## src/rtl/seq_detector_prog.sv

```systemverilog
// Programmable symbol-sequence detector with overlap control and fill tracking.
// Define SEQDET_MATCH_CNT_EN to add the saturating match_cnt output.
module seq_detector_prog #(
  parameter int unsigned DW      = 1,
  parameter int unsigned MAX_LEN = 8,
  parameter int unsigned CNT_W   = 16
) (
  input  logic                   clk,
  input  logic                   rst,
  input  logic                   valid_i,
  input  logic [DW-1:0]          d_i,
  input  logic                   cfg_we,
  input  logic [4:0]             cfg_len,
  input  logic [MAX_LEN*DW-1:0]  cfg_pat,
  input  logic                   cfg_ovl,
  output logic                   match_o,
`ifdef SEQDET_MATCH_CNT_EN
  output logic [CNT_W-1:0]       match_cnt,
`endif
  output logic [4:0]             fill_o
);

  localparam logic [4:0] MaxLen = 5'(MAX_LEN);

  typedef logic [DW-1:0] sym_t;

  // Index 0 holds the newest symbol.
  sym_t [MAX_LEN-1:0] hist_q, hist_d, hist_sh;
  sym_t [MAX_LEN-1:0] pat_q, pat_d;
  logic [4:0]         len_q, len_d;
  logic [4:0]         fill_q, fill_d;
  logic               ovl_q, ovl_d;
  logic               match_q, match_d;
  logic               hit;

  always_comb begin
    hist_sh = {hist_q[MAX_LEN-2:0], d_i};
  end

  // Newest symbol aligns with pattern symbol len-1.
  always_comb begin
    hit = (len_q != 5'd0) && ((int'(fill_q) + 1) >= int'(len_q));
    for (int j = 0; j < int'(MAX_LEN); j++) begin
      for (int k = 0; k < int'(MAX_LEN); k++) begin
        if (((j + k + 1) == int'(len_q)) && (hist_sh[j] != pat_q[k])) begin
          hit = 1'b0;
        end
      end
    end
  end

  always_comb begin
    hist_d  = hist_q;
    pat_d   = pat_q;
    len_d   = len_q;
    fill_d  = fill_q;
    ovl_d   = ovl_q;
    match_d = 1'b0;
    if (cfg_we) begin
      pat_d  = cfg_pat;
      len_d  = (cfg_len > MaxLen) ? MaxLen : cfg_len;
      ovl_d  = cfg_ovl;
      hist_d = '0;
      fill_d = 5'd0;
    end else if (valid_i) begin
      hist_d  = hist_sh;
      match_d = hit;
      if (hit && !ovl_q) begin
        fill_d = 5'd0;
      end else if (fill_q != MaxLen) begin
        fill_d = fill_q + 5'd1;
      end
    end
  end

  always_ff @(posedge clk) begin
    if (rst) begin
      hist_q  <= '0;
      pat_q   <= '0;
      len_q   <= 5'd0;
      fill_q  <= 5'd0;
      ovl_q   <= 1'b1;
      match_q <= 1'b0;
    end else begin
      hist_q  <= hist_d;
      pat_q   <= pat_d;
      len_q   <= len_d;
      fill_q  <= fill_d;
      ovl_q   <= ovl_d;
      match_q <= match_d;
    end
  end

  assign match_o = match_q;
  assign fill_o  = fill_q;

`ifdef SEQDET_MATCH_CNT_EN
  logic [CNT_W-1:0] cnt_q;

  always_ff @(posedge clk) begin
    if (rst || cfg_we) begin
      cnt_q <= '0;
    end else if (valid_i && hit && (cnt_q != '1)) begin
      cnt_q <= cnt_q + 1'b1;
    end
  end

  assign match_cnt = cnt_q;
`else
  logic [CNT_W-1:0] unused_cnt;
  assign unused_cnt = '0;
`endif

endmodule

```

## config.mk

```make
export PLATFORM = sky130hd
export DESIGN_NAME = seq_detector_prog
export DESIGN_NICKNAME = d
export VERILOG_FILES = /design/src/rtl/seq_detector_prog.sv
export SDC_FILE = /design/constraint.sdc
export NUM_CORES = 1
export LEC_CHECK = 0
export ABC_AREA = 1
export CORE_ASPECT_RATIO = 1.25
export CORE_MARGIN = 5
export CORE_UTILIZATION = 62
export DETAILED_ROUTE_END_ITERATION = 8
export GPL_TIMING_DRIVEN = 0
export PLACE_DENSITY = 0.86
export SYNTH_ARGS = -nofsm -noshare
export SYNTH_HDL_FRONTEND = slang
export SYNTH_SLANG_ARGS = --single-unit
export TNS_END_PERCENT = 1
```

## constraint.sdc

```tcl
create_clock -name clk -period 4.1 [get_ports clk]
set_input_delay 0.82 -clock clk [delete_from_list [all_inputs] [get_ports clk]]
set_output_delay 0.82 -clock clk [all_outputs]
set_load 0.01 [all_outputs]
```

# Word-level counts from Yosys, hierarchy flattened
# Index checks and enable logic that the tools add are counted.
[word_totals]
regBits = 27
[classes]
add_sub_neg = 2
n_lt_le_gt_ge = 2
n_eq_ne = 80
muxes = 67
n_bitwise = 1
reduce_logical = 72
[ops]
columns = ["op", "count"]
rows = [
  ["$logic_and 1x1->1", 66],
  ["$mux 1", 64],
  ["$ne 1x1->1", 64],
  ["$eq 5x5->1 const A", 8],
  ["$eq 4x5->1 const A", 4],
  ["$mux 5", 3],
  ["$eq 3x5->1 const A", 2],
  ["$add 5x1->6 const B", 1],
  ["$ge 6x5->1", 1],
  ["$add 5x1->5 const B", 1],
  ["$eq 2x5->1 const A", 1],
  ["$gt 5x4->1 const B", 1],
  ["$ne 5x4->1 const B", 1],
  ["$reduce_bool 5->1", 1],
  ["$reduce_or 3->1", 1],
  ["$reduce_and 2->1", 1],
  ["$reduce_bool 2->1", 1],
  ["$reduce_or 2->1", 1],
  ["$logic_not 1->1", 1],
  ["$not 1->1", 1],
]

# Longest topological paths before layout
# Gate-level depths: netlist (run 1).
[depth]
depth_word = 70
ltp_mapped = 16

# Worst setup path before layout (run 1)
# OpenSTA, ideal clock, no wires.
[synth_path]
kind = "input to register"
from = "input port d_i"
to = "register fill_q[1], in the netlist fill_o[1]"
setup_ps = 115
t_arrival_ps = 2003
t_required_ps = 3985
setup_slack_ps = 1982
stages = 14
path_buffers = 1
path_cell_list = "buf_2 xor2_1 nand2_1 nand2_1 nor2_1 nand2_1 nor2_1 nand2_1 nor2_2 nand3_4 nand2_4 nand3_1 nand2_1 nor2_1"
[synth_between]
elab_chain_cells = 69
word_cells_on_any_way = 84
classes_between = "eq/ne (8); mux (65); reduce/logical (11)"
[synth_rtl]
columns = ["item", "line_no", "source"]
rows = [
  ["from (decl)", "11", "input logic [DW-1:0] d_i,"],
  ["$ne 1x1->1", "45", "if (((j + k + 1) == int'(len_q)) && (hist_sh[j] != pat_q[k])) begin"],
  ["$logic_and 1x1->1", "45", ""],
  ["$mux 1 (7 in a row)", "45", ""],
  ["$mux 1 (*) (57 in a row)", "45", ""],
  ["$logic_and 1x1->1 (*)", "68", "if (hit && !ovl_q) begin"],
  ["$reduce_bool 2->1 (no line)", "n/a", ""],
  ["$reduce_and 2->1 (no line)", "n/a", ""],
  ["to (signal assigned)", "88", "fill_q <= fill_d;"],
  ["to (decl)", "31", "logic [4:0] fill_q, fill_d;"],
]
# Every way passes the cells marked *; elsewhere a longest branch is shown, timed or not.
# A chain may end at the register's enable or synchronous reset.

==> flow_summary.toml, run 1 <==
[timing]
finalMaxSlewViolations = 0
hold_slack_ns = 0.555
worst_slack_ns = 1.59
maxSlewHeadroom = 0.500
fin_skew_ns = 0.0143
fmax_mhz = 398
finalHoldViolCount = 0
rsz0062_at_grt = "false"
period_needed_ns = 2.51
max_slew.worst_pin.slew_ns = 0.747
fin_crit_sh = 0.613
fin_tns_setup_ns = 0
finalSetupViolCount = 0

[synthesis]
syn_nets = 432
synth_top_family_by_area = "simple AND/OR/NAND/NOR gates"
syn_area_mm2 = 0.00250
ys_types = 28
synth_fa_ha_area_frac = 0.0350
muxShareOfSynthArea = 0
ys_seq_elements = 27
yosysWarnings = 0
synthSimpleGateAreaFrac = 0.370
ys_seq_area_frac = 0.216
synthCells = 406
synth-xor-area-share = 0.196
synth_compound_area_frac = 0.0915
postSynthAreaPerCell_um2 = 6.16

[die]
core_area_mm2 = 0.00385
ioPinCount = 25
die_w_um = 66.8
start_util = 0.650
die_h_um = 81.0
dieArea_mm2 = 0.00541
fp-row-count = 25

[cts]
ctsResizeCount = 0
root_buffer = "clkbuf_8"
clk_pin_slew_ns = 0.11
cts_buffer_depth = 2
clkSinkCount = 27
postCtsHoldBufs = 0
post_cts_buffers = 0
h-tree-depth = 1
insertion_delay_ns = 0.28
cts-buffers-inserted = 3
cts_tree = "built"

[final_layout]
area.growth.synth_to_final_pct = 13.4
layout.nets = 459
nFillCells = 365
drive_gt1_frac = 0.0880
final_cells = 486
diodes = 0

[global_route]
gr-total-overflow = 0
grt_max_degree = 17
grt_pass1_wl_um = 11200
grt_antenna_before_repair = 0
grt_pass1_vias = 2488
grtUsageTotal = 0.269

[power_and_ir_drop]
switching_share = 0.330
pwr-share-comb = 0.284
p_int_uw = 410
cellPowerDensity_mw_per_mm2 = 215
ir_worst_vdd_v = 0.000190
seqPwrFrac = 0.456
power.leakage_nw = 1.44
switchingPower_uw = 202
clkPwrFrac = 0.260
finalPower_uw = 611

[route]
routed_wl_um = 6770
dr.pass1.iters = 5
routedWlPerCell_um = 13.9
drc = 0
final_antenna_net_count = 0
viasPerCell = 5.31
vias = 2581
drt_iter0_drc = 150

[placed_design]
hpwl_um = 5100
placedCellCount = 482
dp_worst_setup_slack_ns = 1.33
gp_congestion = 0.966
portBuffers = 22

[status]
status = "completed"

[setup_path]
setup.worst_path.end_class = "register"
cp.required_ns = 4.30
arrival_ns = 2.71
crit_fanout = 10
critical_path_class = "input port to register"
start_kind = "input port"

[job]
cap_violations = 0

[min_path]
worstHoldPathType = "register to register"
placed cells by master, fill, tap and decap left out, drive strengths merged, types with 2 or more instances in the layout:
| cell type | count |
|---|---|
| a21oi | 17 |
| buf | 17 |
| clkbuf | 5 |
| clkdlybuf4s50 | 22 |
| dfxtp | 27 |
| ha | 7 |
| inv | 34 |
| nand2 | 122 |
| nand3 | 21 |
| nand4 | 4 |
| nor2 | 70 |
| nor3 | 2 |
| o21ai | 20 |
| o22ai | 2 |
| xnor2 | 16 |
| xor2 | 40 |
metrics by stage:
stage | instance area [um2] | util
2_1_floorplan | 2500 | -
6_report | 2840 | 0.738
3_3_place_gp | 2790 | 0.725
4_1_cts | 2840 | 0.738
3_5_place_dp | 2790 | 0.725
5_1_grt | 2840 | 0.738
flip-flops by register name (all words and copies together), names as in the netlist:
register / cells
len_q: 5
fill_o: 5
hist_q: 7
ovl_q: 1
match_o: 1
pat_q: 8
kinds of logic (layout without fill, tap and decap cells):
kind of cell             Yosys count  in the layout
AND/OR/NAND/NOR                  220            220
XOR/XNOR                          56             56
buffers and inverters             53             79
AO/OA/AOI/OAI                     43             43
flip-flops                        27             27
adder cells (fa/ha/maj)            7              7
synthesized netlist by cell type:
cell type	n	area share
nand2_1	117	0.18
nor2_1	65	0.097
xor2_1	40	0.14
inv_1	29	0.043
dfxtp_1	27	0.22
o21ai_0	20	0.040
nand3_1	19	0.038
a21oi_1	17	0.034
xnor2_1	16	0.056
buf_2	14	0.028
ha_1	7	0.035
nor2_2	5	0.013
inv_2	4	0.0060
nand4_1	4	0.010
buf_4	3	0.0090
nand2_4	3	0.013
clkbuf_1	2	0.0030
nand2_2	2	0.0050
nor3_1	2	0.0040
o22ai_1	2	0.0050
a211oi_1	1	0.0030
a22o_1	1	0.0035
a22oi_1	1	0.0030
inv_4	1	0.0025
nand3_2	1	0.0040
nand3_4	1	0.0070
nor4_1	1	0.0025
o211ai_1	1	0.0030
power by group through the flow:
| stage | Combinational [mW] | Clock [mW] | Sequential (mW) |
|---|---|---|---|
| 2_1_floorplan | 0.120 | 0 | 0.284 |
| 3_3_place_gp | 0.167 | 0 | 0.284 |
| 3_5_place_dp | 0.170 | 0 | 0.285 |
| 4_1_cts | 0.171 | 0.160 | 0.278 |
| 5_1_grt | 0.191 | 0.171 | 0.280 |
| 6_report | 0.174 | 0.159 | 0.279 |
cell type report:
class / count / area, um2 / share of cell area
inverter: 34 / 130 / 0.0458
tap: 54 / 67.6 / 0.0238
clock inverter: 1 / 7.51 / 0.00264
buffer: 19 / 100 / 0.0353
timing repair buffer: 22 / 220 / 0.0776
sequential: 27 / 541 / 0.190
multi-input combinational: 326 / 1730 / 0.610
clock buffer: 3 / 41.3 / 0.0145
worst paths after layout:
kind | from | to | slack, ns | cells past startpoint
max | cfg_we | pat_q[3] | 1.59 | 5
max reg2reg | fill_o[0] | fill_o[0] | 1.80 | 16
min reg2reg | ovl_q | ovl_q | 0.56 | 2
min | ovl_q | ovl_q | 0.56 | 2
critical path, cell delays in order:
cell             delay, ns
clkdlybuf4s50_1       0.50
nor2_1                0.56
inv_1                 0.31
clkbuf_1              0.31
o21ai_0               0.21
routing by layer:
layer	GRT usage	wire length, um
met3	0.0346	358
met1	0.309	2850
met4	0.134	289
met2	0.481	3270
met5	0	0
(Power assumes the default switching activity.)
==> inputs of run 2 (changes only) <==
CORE_UTILIZATION = 52   (was 62)
PLACE_DENSITY = 0.77   (was 0.86)
clock period = 2.2 ns   (was 4.1 ns; I/O delays follow)
==> run 2 against run 1 <==
First-iteration DRC count rose by 51%. Routed wire length fell by 0.66%. Worst hold slack got worse by 0.0092 ns. Core utilization fell by 12 points. Global-route usage fell by 4.5 points. Worst setup slack got worse by 1.5 ns. Design area rose by 1.6%. Total power rose by 87%. Sequential power rose by 86%. Via count barely moved. Clock skew fell by 0.0076 ns. Critical path depth rose by 10. Largest cell class unchanged.
==> flow_summary.toml, run 2 (synthesized netlist as in run 1, its figures left out) <==
[status]
status = "completed"

[die]
die_h_um = 87.6
die_w_um = 72.0
fp-row-count = 28
dieArea_mm2 = 0.00631
start_util = 0.533
core_area_mm2 = 0.00469
ioPinCount = 25

[cts]
cts_tree = "built"
root_buffer = "clkbuf_8"
clkSinkCount = 27
clk_pin_slew_ns = 0.10
cts_buffer_depth = 2
postCtsHoldBufs = 0
h-tree-depth = 1
cts-buffers-inserted = 3
insertion_delay_ns = 0.28

[global_route]
grtUsageTotal = 0.224
grt_pass1_wl_um = 11200
gr-total-overflow = 0
grt_antenna_before_repair = 0
grt_max_degree = 17
grt_pass1_vias = 2493

[timing]
finalHoldViolCount = 0
maxSlewHeadroom = 0.519
fmax_mhz = 469
finalSetupViolCount = 0
max_slew.worst_pin.slew_ns = 0.718
fin_crit_sh = 0.969
rsz0062_at_grt = "true"
period_needed_ns = 2.13
finalMaxSlewViolations = 0
fin_skew_ns = 0.00675

[route]
drt_iter0_drc = 226
wl_met3_um = 222
routed-wl-met2_um = 3300
wl_met1_um = 2900
routedWlPerCell_um = 13.6
routed_wl_um = 6720
top_layer = "met4"
dr.pass1.iters = 5
vias = 2579
drc = 0
viasPerCell = 5.23
final_antenna_net_count = 0

[final_layout]
diodes = 0
final_cells = 493
layout.nets = 460
stdcell_area_mm2 = 0.00289
largest_reg_flops = 8
top_regs = "pat_q: 8 flops, hist_q: 7 flops"
layout_common_cells = "nand2_1 (116), nor2_1 (64), xor2_1 (40)"
post-route-util = 0.615
multi_input_area_mm2 = 0.00176
area.growth.synth_to_final_pct = 15.3
drive_gt1_frac = 0.106
final_common_cell = "nand2_1"
regMostFlops = "pat_q"
register_area_um2 = 547
nFillCells = 464

[placed_design]
portBuffers = 22
placedCellCount = 488
gp_congestion = 0.949
post_dp_cell_area_mm2 = 0.00280
hpwl_um = 5120

[power_and_ir_drop]
p_int_uw = 769
ir_worst_vdd_v = 0.000284
switching_share = 0.328
power.leakage_nw = 1.45
cellPowerDensity_mw_per_mm2 = 397
clkPwrFrac = 0.257
seqPwrFrac = 0.453
finalPower_mw = 1.14
pwr-share-comb = 0.289
switchingPower_uw = 375

[setup_path]
arrival_ns = 2.32
cp.required_ns = 2.39
critPathMaxStageDelay_ns = 0.37
cp_num_buf_inv = 1
cp_top_family = "simple AND/OR/NAND/NOR gates"
start_kind = "register"
setup.worst_path.end_class = "register"
crit_slowest_cell = "dfxtp_4"
crit_chain = "buf_4 > ha_2 > xor2_1 > ha_1 > nand3_1 > nand3_1 > nand2_1 > nand2_1 > nand2_2 > nor2_4 > nand3_4 > nand2_4 > nand3_1 > nand2_1 > nor2_1"
crit_fanout = 6
critical_path_class = "register to register"

[min_path]
worstHoldPathType = "input port to register"

[job]
cap_violations = 0
## run 2: changes by cell type in the layout (fill, tap and decap cells not counted), sizes merged
cell,delta
buf,+1
## run 2: area by class of cell
cell class | count | share of cell area
Inverter | 34 | 0.0451
Clock buffer | 3 | 0.0143
Timing Repair Buffer | 23 | 0.0789
Multi-Input combinational cell | 326 | 0.609
Sequential cell | 27 | 0.190
Clock inverter | 1 | 0.00260
Buffer | 19 | 0.0347
Tap cell | 60 | 0.0260
## run 2: routing by layer
| layer | track usage | vias up |
|---|---|---|
| li1 | - | 1312 |
| met1 | 0.269 | 1167 |
| met2 | 0.383 | 78 |
| met3 | 0.0195 | 22 |
| met4 | 0.138 | 0 |
| met5 | 0 | - |
## run 2: worst min-delay path: stages
cell and delay [ns]:
buf_2 0.18, inv_1 0.10, a21oi_1 0.06
## run 2: worst paths after layout
path,slack (ns),cells after the start,start,endpoint
worst min register to register,0.56,2,fill_o[4],fill_o[4]
worst max-delay path,0.07,15,fill_o[0],fill_o[0]
worst max register to register,0.07,15,fill_o[0],fill_o[0]
worst min-delay path,0.55,3,d_i,hist_q[0]
## run 2: power by group through the flow
| stage | Combinational, mW | Sequential (mW) | Clock, mW |
|---|---|---|---|
| 2_1_floorplan | 0.223 | 0.529 | 0 |
| 3_3_place_gp | 0.309 | 0.530 | 0 |
| 3_5_place_dp | 0.315 | 0.531 | 0 |
| 4_1_cts | 0.316 | 0.520 | 0.302 |
| 5_1_grt | 0.368 | 0.521 | 0.317 |
| 6_report | 0.331 | 0.519 | 0.294 |
## run 2: stage by stage
stage	worst slack [ns]	hold WS, ns	setup TNS (ns)
floorplan	0.159	0.492	0
global placement	-0.194	0.530	-1.68
detailed placement	-0.187	0.537	-1.65
CTS	0.0102	0.535	0
global route	-0.0651	0.584	-0.158
finish	0.0692	0.546	0
## run 2: what timing repair did
item	in CTS	in global routing
resized for setup	1	8
pin swaps	0	3
setup endpoints to repair	3	12
buffers inserted	0	1
hold endpoints to repair	0	0
cloned	0	0
==> variant 1 (settings of run 2) <==
Set the parameter `MAX_LEN` to 4 (it was 8).
--- a/src/rtl/seq_detector_prog.sv
+++ b/src/rtl/seq_detector_prog.sv
@@ -3,5 +3,5 @@
 module seq_detector_prog #(
   parameter int unsigned DW      = 1,
-  parameter int unsigned MAX_LEN = 8,
+  parameter int unsigned MAX_LEN = 4,
   parameter int unsigned CNT_W   = 16
 ) (
Ports: changed (resized cfg_pat); port bits go from 25 to 21. No check against the original RTL was run, so the function may have changed too.
==> variant 1 against run 2 <==
Power fell by 36%. Sequential cell count fell by 8. Wire length fell by 53%. Design area fell by 46%. Synthesized area fell by 49%. Final cell count fell by 47%. Clock power fell by 37%. Setup slack improved by 94 ps.
==> variant 1: results (changes against run 2) <==
* Syn Area/Cell at 6.31 sq um (was 6.16 sq um)
* Status: finished, final reports clean (unchanged)
* XOR/XNOR Fraction of Synth Area at 5.50% (was 19.6%)
* Instance area at placement at 0.00152 sq mm (was 0.00280 sq mm)
* Ratio of cells with drive above 1 in the final layout at 12.8% (was 10.6%)
* Final Skew at 8.16 ps (was 6.75 ps)
* Vias at 1309 (was 2579)
* Inst Count DP at 255 (was 488)
* Clk pin slew, worst setup/hold paths at 120 ps (was 100 ps)
* Yosys cell types at 23 (was 28)
* Syn nets at 224 (was 432)
* GPL Wtd Cong at 0.839 (was 0.949)
* 1st-iter DRT viols at 31 (was 226)
* Clock Root Buffer: clkbuf_4 (was clkbuf_8)
* Multi-input gates at 144 (was 326)
* Post-placement worst setup slack at 64.1 ps (was -187 ps)
* Fillers at 235 (was 464)
* Fin util at 65.4% (was 61.5%)
* Power per Cell Area at 465 mW/mm^2 (was 397 mW/mm^2)
* DP HPWL at 2460 um (was 5120 um)
* Worst-Margin Slew at 558 ps (was 718 ps)
* Total GRT Usage at 19.5% (was 22.4%)
* Drt via density at 5.05 (was 5.23)
* Largest fanout on the critical path at 7 (was 6)
* Mapped Area at 0.00127 sq mm (was 0.00250 sq mm)
* PortBufs at 20 (was 22)
* Clk network pwr share at 25.3% (was 25.7%)
* Min-Delay Path Class: reg -> reg (was in -> reg)
* Synth area leaders: dfxtp_1, nand2_1, inv_1, ha_1, nand3_1 (was dfxtp_1, nand2_1, xor2_1, nor2_1, xnor2_1)
* First-pass GRT wire length at 5110 um (was 11200 um)
* Clock network share of area at 1.75% (was 1.69%)
* Max VDD drop at 0.000395 V (was 0.000284 V)
* Non-clk bufs at 23 (was 42)
* Largest net degree at the start of global routing at 12 (was 17)
* Sw Pwr at 0.228 mW (was 0.375 mW)
* Layout non-clock buf frac at 13.8% (was 11.4%)
* Worst EP arrival at 2240 ps (was 2320 ps)
* Number of iterations in the first detailed-routing pass at 4 (was 5)
* Routed wire length per instance at 12.2 um (was 13.6 um)
variant 1: cell types whose count changed after synthesis, moves of 5 or more:
| cell | change |
|---|---|
| xnor2_1 | -11 |
| xor2_1 | -37 |
| o21ai_1 | +7 |
| nor2_1 | -49 |
| a21oi_1 | -6 |
| buf_2 | -13 |
| dfxtp_1 | -8 |
| nor2_2 | -5 |
| o21ai_0 | -16 |
| nand3_1 | -5 |
| nand2_1 | -53 |
| inv_2 | +7 |
variant 1: what timing repair did:
| action | in CTS | in global routing |
|---|---|---|
| hold endpoints to repair | 0 | 0 |
| resized for setup | 0 | 8 |
| endpoints found under the setup margin | 0 | 5 |
variant 1: path summary, 6_finish.rpt:
kind / start / end / slack, ps / cells past startpoint
worst max-delay path: fill_o[0]$_SDFFE_PP0P_ / fill_o[3]$_SDFFE_PP0P_ / 160 / 14
worst min-delay path: len_q[4]$_SDFFE_PP0P_ / len_q[4]$_SDFFE_PP0P_ / 490 / 2
worst max register to register: fill_o[0]$_SDFFE_PP0P_ / fill_o[3]$_SDFFE_PP0P_ / 160 / 14
worst min register to register: len_q[4]$_SDFFE_PP0P_ / len_q[4]$_SDFFE_PP0P_ / 490 / 2
variant 1: worst max-delay path, stage by stage, from the launching register on:
cell	delay [ps]
dfxtp_2	410
inv_1	70
ha_1	320
ha_1	270
o21ai_1	50
nand2_1	50
nand2_1	40
nand2_1	60
nand2_1	50
nand2_1	110
nand4_4	170
nand2_4	130
nand3_1	90
nand2_1	80
nor2_1	40
variant 1: routing by layer:
metal  vias to the layer above  global-route usage [%]  share of wire [%]
met5                         -                       0                  0
met4                         0                    12.1                1.8
met3                         6                    2.27                3.3
met2                        29                    33.5                 53
met1                       602                    21.7                 42
li1                        672                       -                  -
==> variant 2 (config.mk and constraints of run 2) <==
Made on the original files. Put one more register stage on the output `fill_o`, cleared by the reset. The value now appears one clock later. The other outputs are not delayed to match.
--- a/src/rtl/seq_detector_prog.sv
+++ b/src/rtl/seq_detector_prog.sv
@@ -93,5 +93,11 @@
 
   assign match_o = match_q;
-  assign fill_o  = fill_q;
+  always_ff @(posedge clk) begin
+    if (rst) begin
+      fill_o <= '0;
+    end else begin
+      fill_o <= fill_q;
+    end
+  end
 
 `ifdef SEQDET_MATCH_CNT_EN
Behaviour: not the same (Yosys sat finds a counterexample within 4 cycles, from zero or initial values and one cycle with rst high).
==> variant 2 against run 2 <==
Sequential power increased by 18%. Via count grew 14%. Die area up 6.5%. Design area grew 9.3%. Synthesized area is 7.5% higher. Setup slack gained 78 ps. Synthesized cell count is 15% higher. Sequential cell count increased by 5. Final cell count rose by 13%. Wire length up 17%. Power rose by 29%. Sequential share of layout area rose by 1.7 points.
==> variant 2: results (changes against run 2) <==
* 1st-iter DRT viols at 279 (was 226)
* Status: finished, final reports clean (unchanged)
* Syn Area/Cell at 5.78 sq um (was 6.16 sq um)
* Worst rel slew slack at 63.5% (was 51.9%)
* Metal2 WL at 3860 um (was 3300 um)
* H-tree depth at 2 (was 1)
* First-pass GRT wire length at 12900 um (was 11200 um)
* R2r startpoint: hist_q[3]$_SDFFE_PP0P_ (was fill_o[0]$_SDFFE_PP0P_)
* Clk pin slew, worst setup/hold paths at 70 ps (was 100 ps)
* Most instantiated cells after synthesis: nand2_1, nor2_1, inv_1, dfxtp_1, nand3_1 (was nand2_1, nor2_1, xor2_1, inv_1, dfxtp_1)
* Total GRT Usage at 24.5% (was 22.4%)
* Drt via density at 5.25 (was 5.23)
* Worst-Skew Late Latency at 300 ps (was 280 ps)
* XOR/XNOR Fraction of Synth Area at 13.4% (was 19.6%)
* Worst EP arrival at 2220 ps (was 2320 ps)
* Yosys cell types at 22 (was 28)
* Post-layout nets at 522 (was 460)
* Min-Delay Path Class: reg -> reg (was in -> reg)
* DP HPWL at 5940 um (was 5120 um)
* Final Skew at 13.4 ps (was 6.75 ps)
* Metal3 WL at 540 um (was 222 um)
* Vias in the first global route at 2760 (was 2493)
* Synth area leaders: dfxtp_1, nand2_1, nor2_1, xnor2_1, xor2_1 (was dfxtp_1, nand2_1, xor2_1, nor2_1, xnor2_1)
* Lkg Pwr at 1.55 nW (was 1.45 nW)
* Max VDD drop at 0.000461 V (was 0.000284 V)
* Max stage delay on crit path at 300 ps (was 370 ps)
* Worst Hold Launch: fill_q[2]$_SDFFE_PP0P_ (was d_i)
* Fillers at 474 (was 464)
## variant 2: cell count changes after synthesis, sizes merged, moves of 2 or more
cell	delta
a21oi	-2
buf	+2
clkbuf	+3
clkinv	+2
dfxtp	+5
inv	+13
nand2	+44
nand3	+8
nand4	-3
nor2	+5
xnor2	+5
xor2	-20
## variant 2: timing repair
item | 4_1_cts | 5_1_grt
gates resized for setup | 1 | 17
setup buffers | 0 | 2
setup endpoints to repair | 4 | 5
pin swaps | 0 | 4
## variant 2: stage by stage
stage | util (%) | area [sq um]
global route | 62.5 | 3150
CTS | 61.1 | 3080
global placement | 59.2 | 2990
finish | 62.5 | 3150
detailed placement | 59.2 | 2990
floorplan | - | 2690
## variant 2: path summary, 6_finish.rpt
kind,to,slack [ps],depth (start not counted)
max reg2reg,fill_q[4]$_SDFFE_PP0P_,150,16
min,fill_o[2]$_SDFF_PP0_,490,2
max,fill_q[4]$_SDFFE_PP0P_,150,16
min reg2reg,fill_o[2]$_SDFF_PP0_,490,2
## variant 2: cells by family after synthesis
family,Yosys count
AND/OR/NAND/NOR,272
buffers and inverters,73
XOR/XNOR,41
AO/OA/AOI/OAI,40
flip-flops,32
adder cells (fa/ha/maj),7
## variant 2: power breakdown
| part | leakage (nW) | internal (mW) | switching [mW] |
|---|---|---|---|
| logic | 1.24 | 0.151 | 0.237 |
| clock network | 0.0404 | 0.224 | 0.252 |
| registers | 0.264 | 0.600 | 0.0112 |
| total | 1.55 | 0.975 | 0.500 |
## variant 2: final cells by class
cell class,instances,area share (%)
Inverter,49,5.83
Buffer,24,4.01
Tap cell,62,2.46
Clock buffer,5,2.18
Sequential cell,32,20.6
Timing Repair Buffer,24,7.46
Clock inverter,3,0.754
Multi-Input combinational cell,360,56.7
## variant 2: worst min-delay path, cell delays in order, from the launching register on
cell and delay (ps):
dfxtp_4 370, inv_1 50, nor2_1 40
## variant 2: layer usage
layer  track usage [%]  vias to the layer above
li1                  -                     1478
met1              29.5                     1308
met2              41.4                      122
met3              4.57                       28
met4              10.4                        0
met5                 0                        -
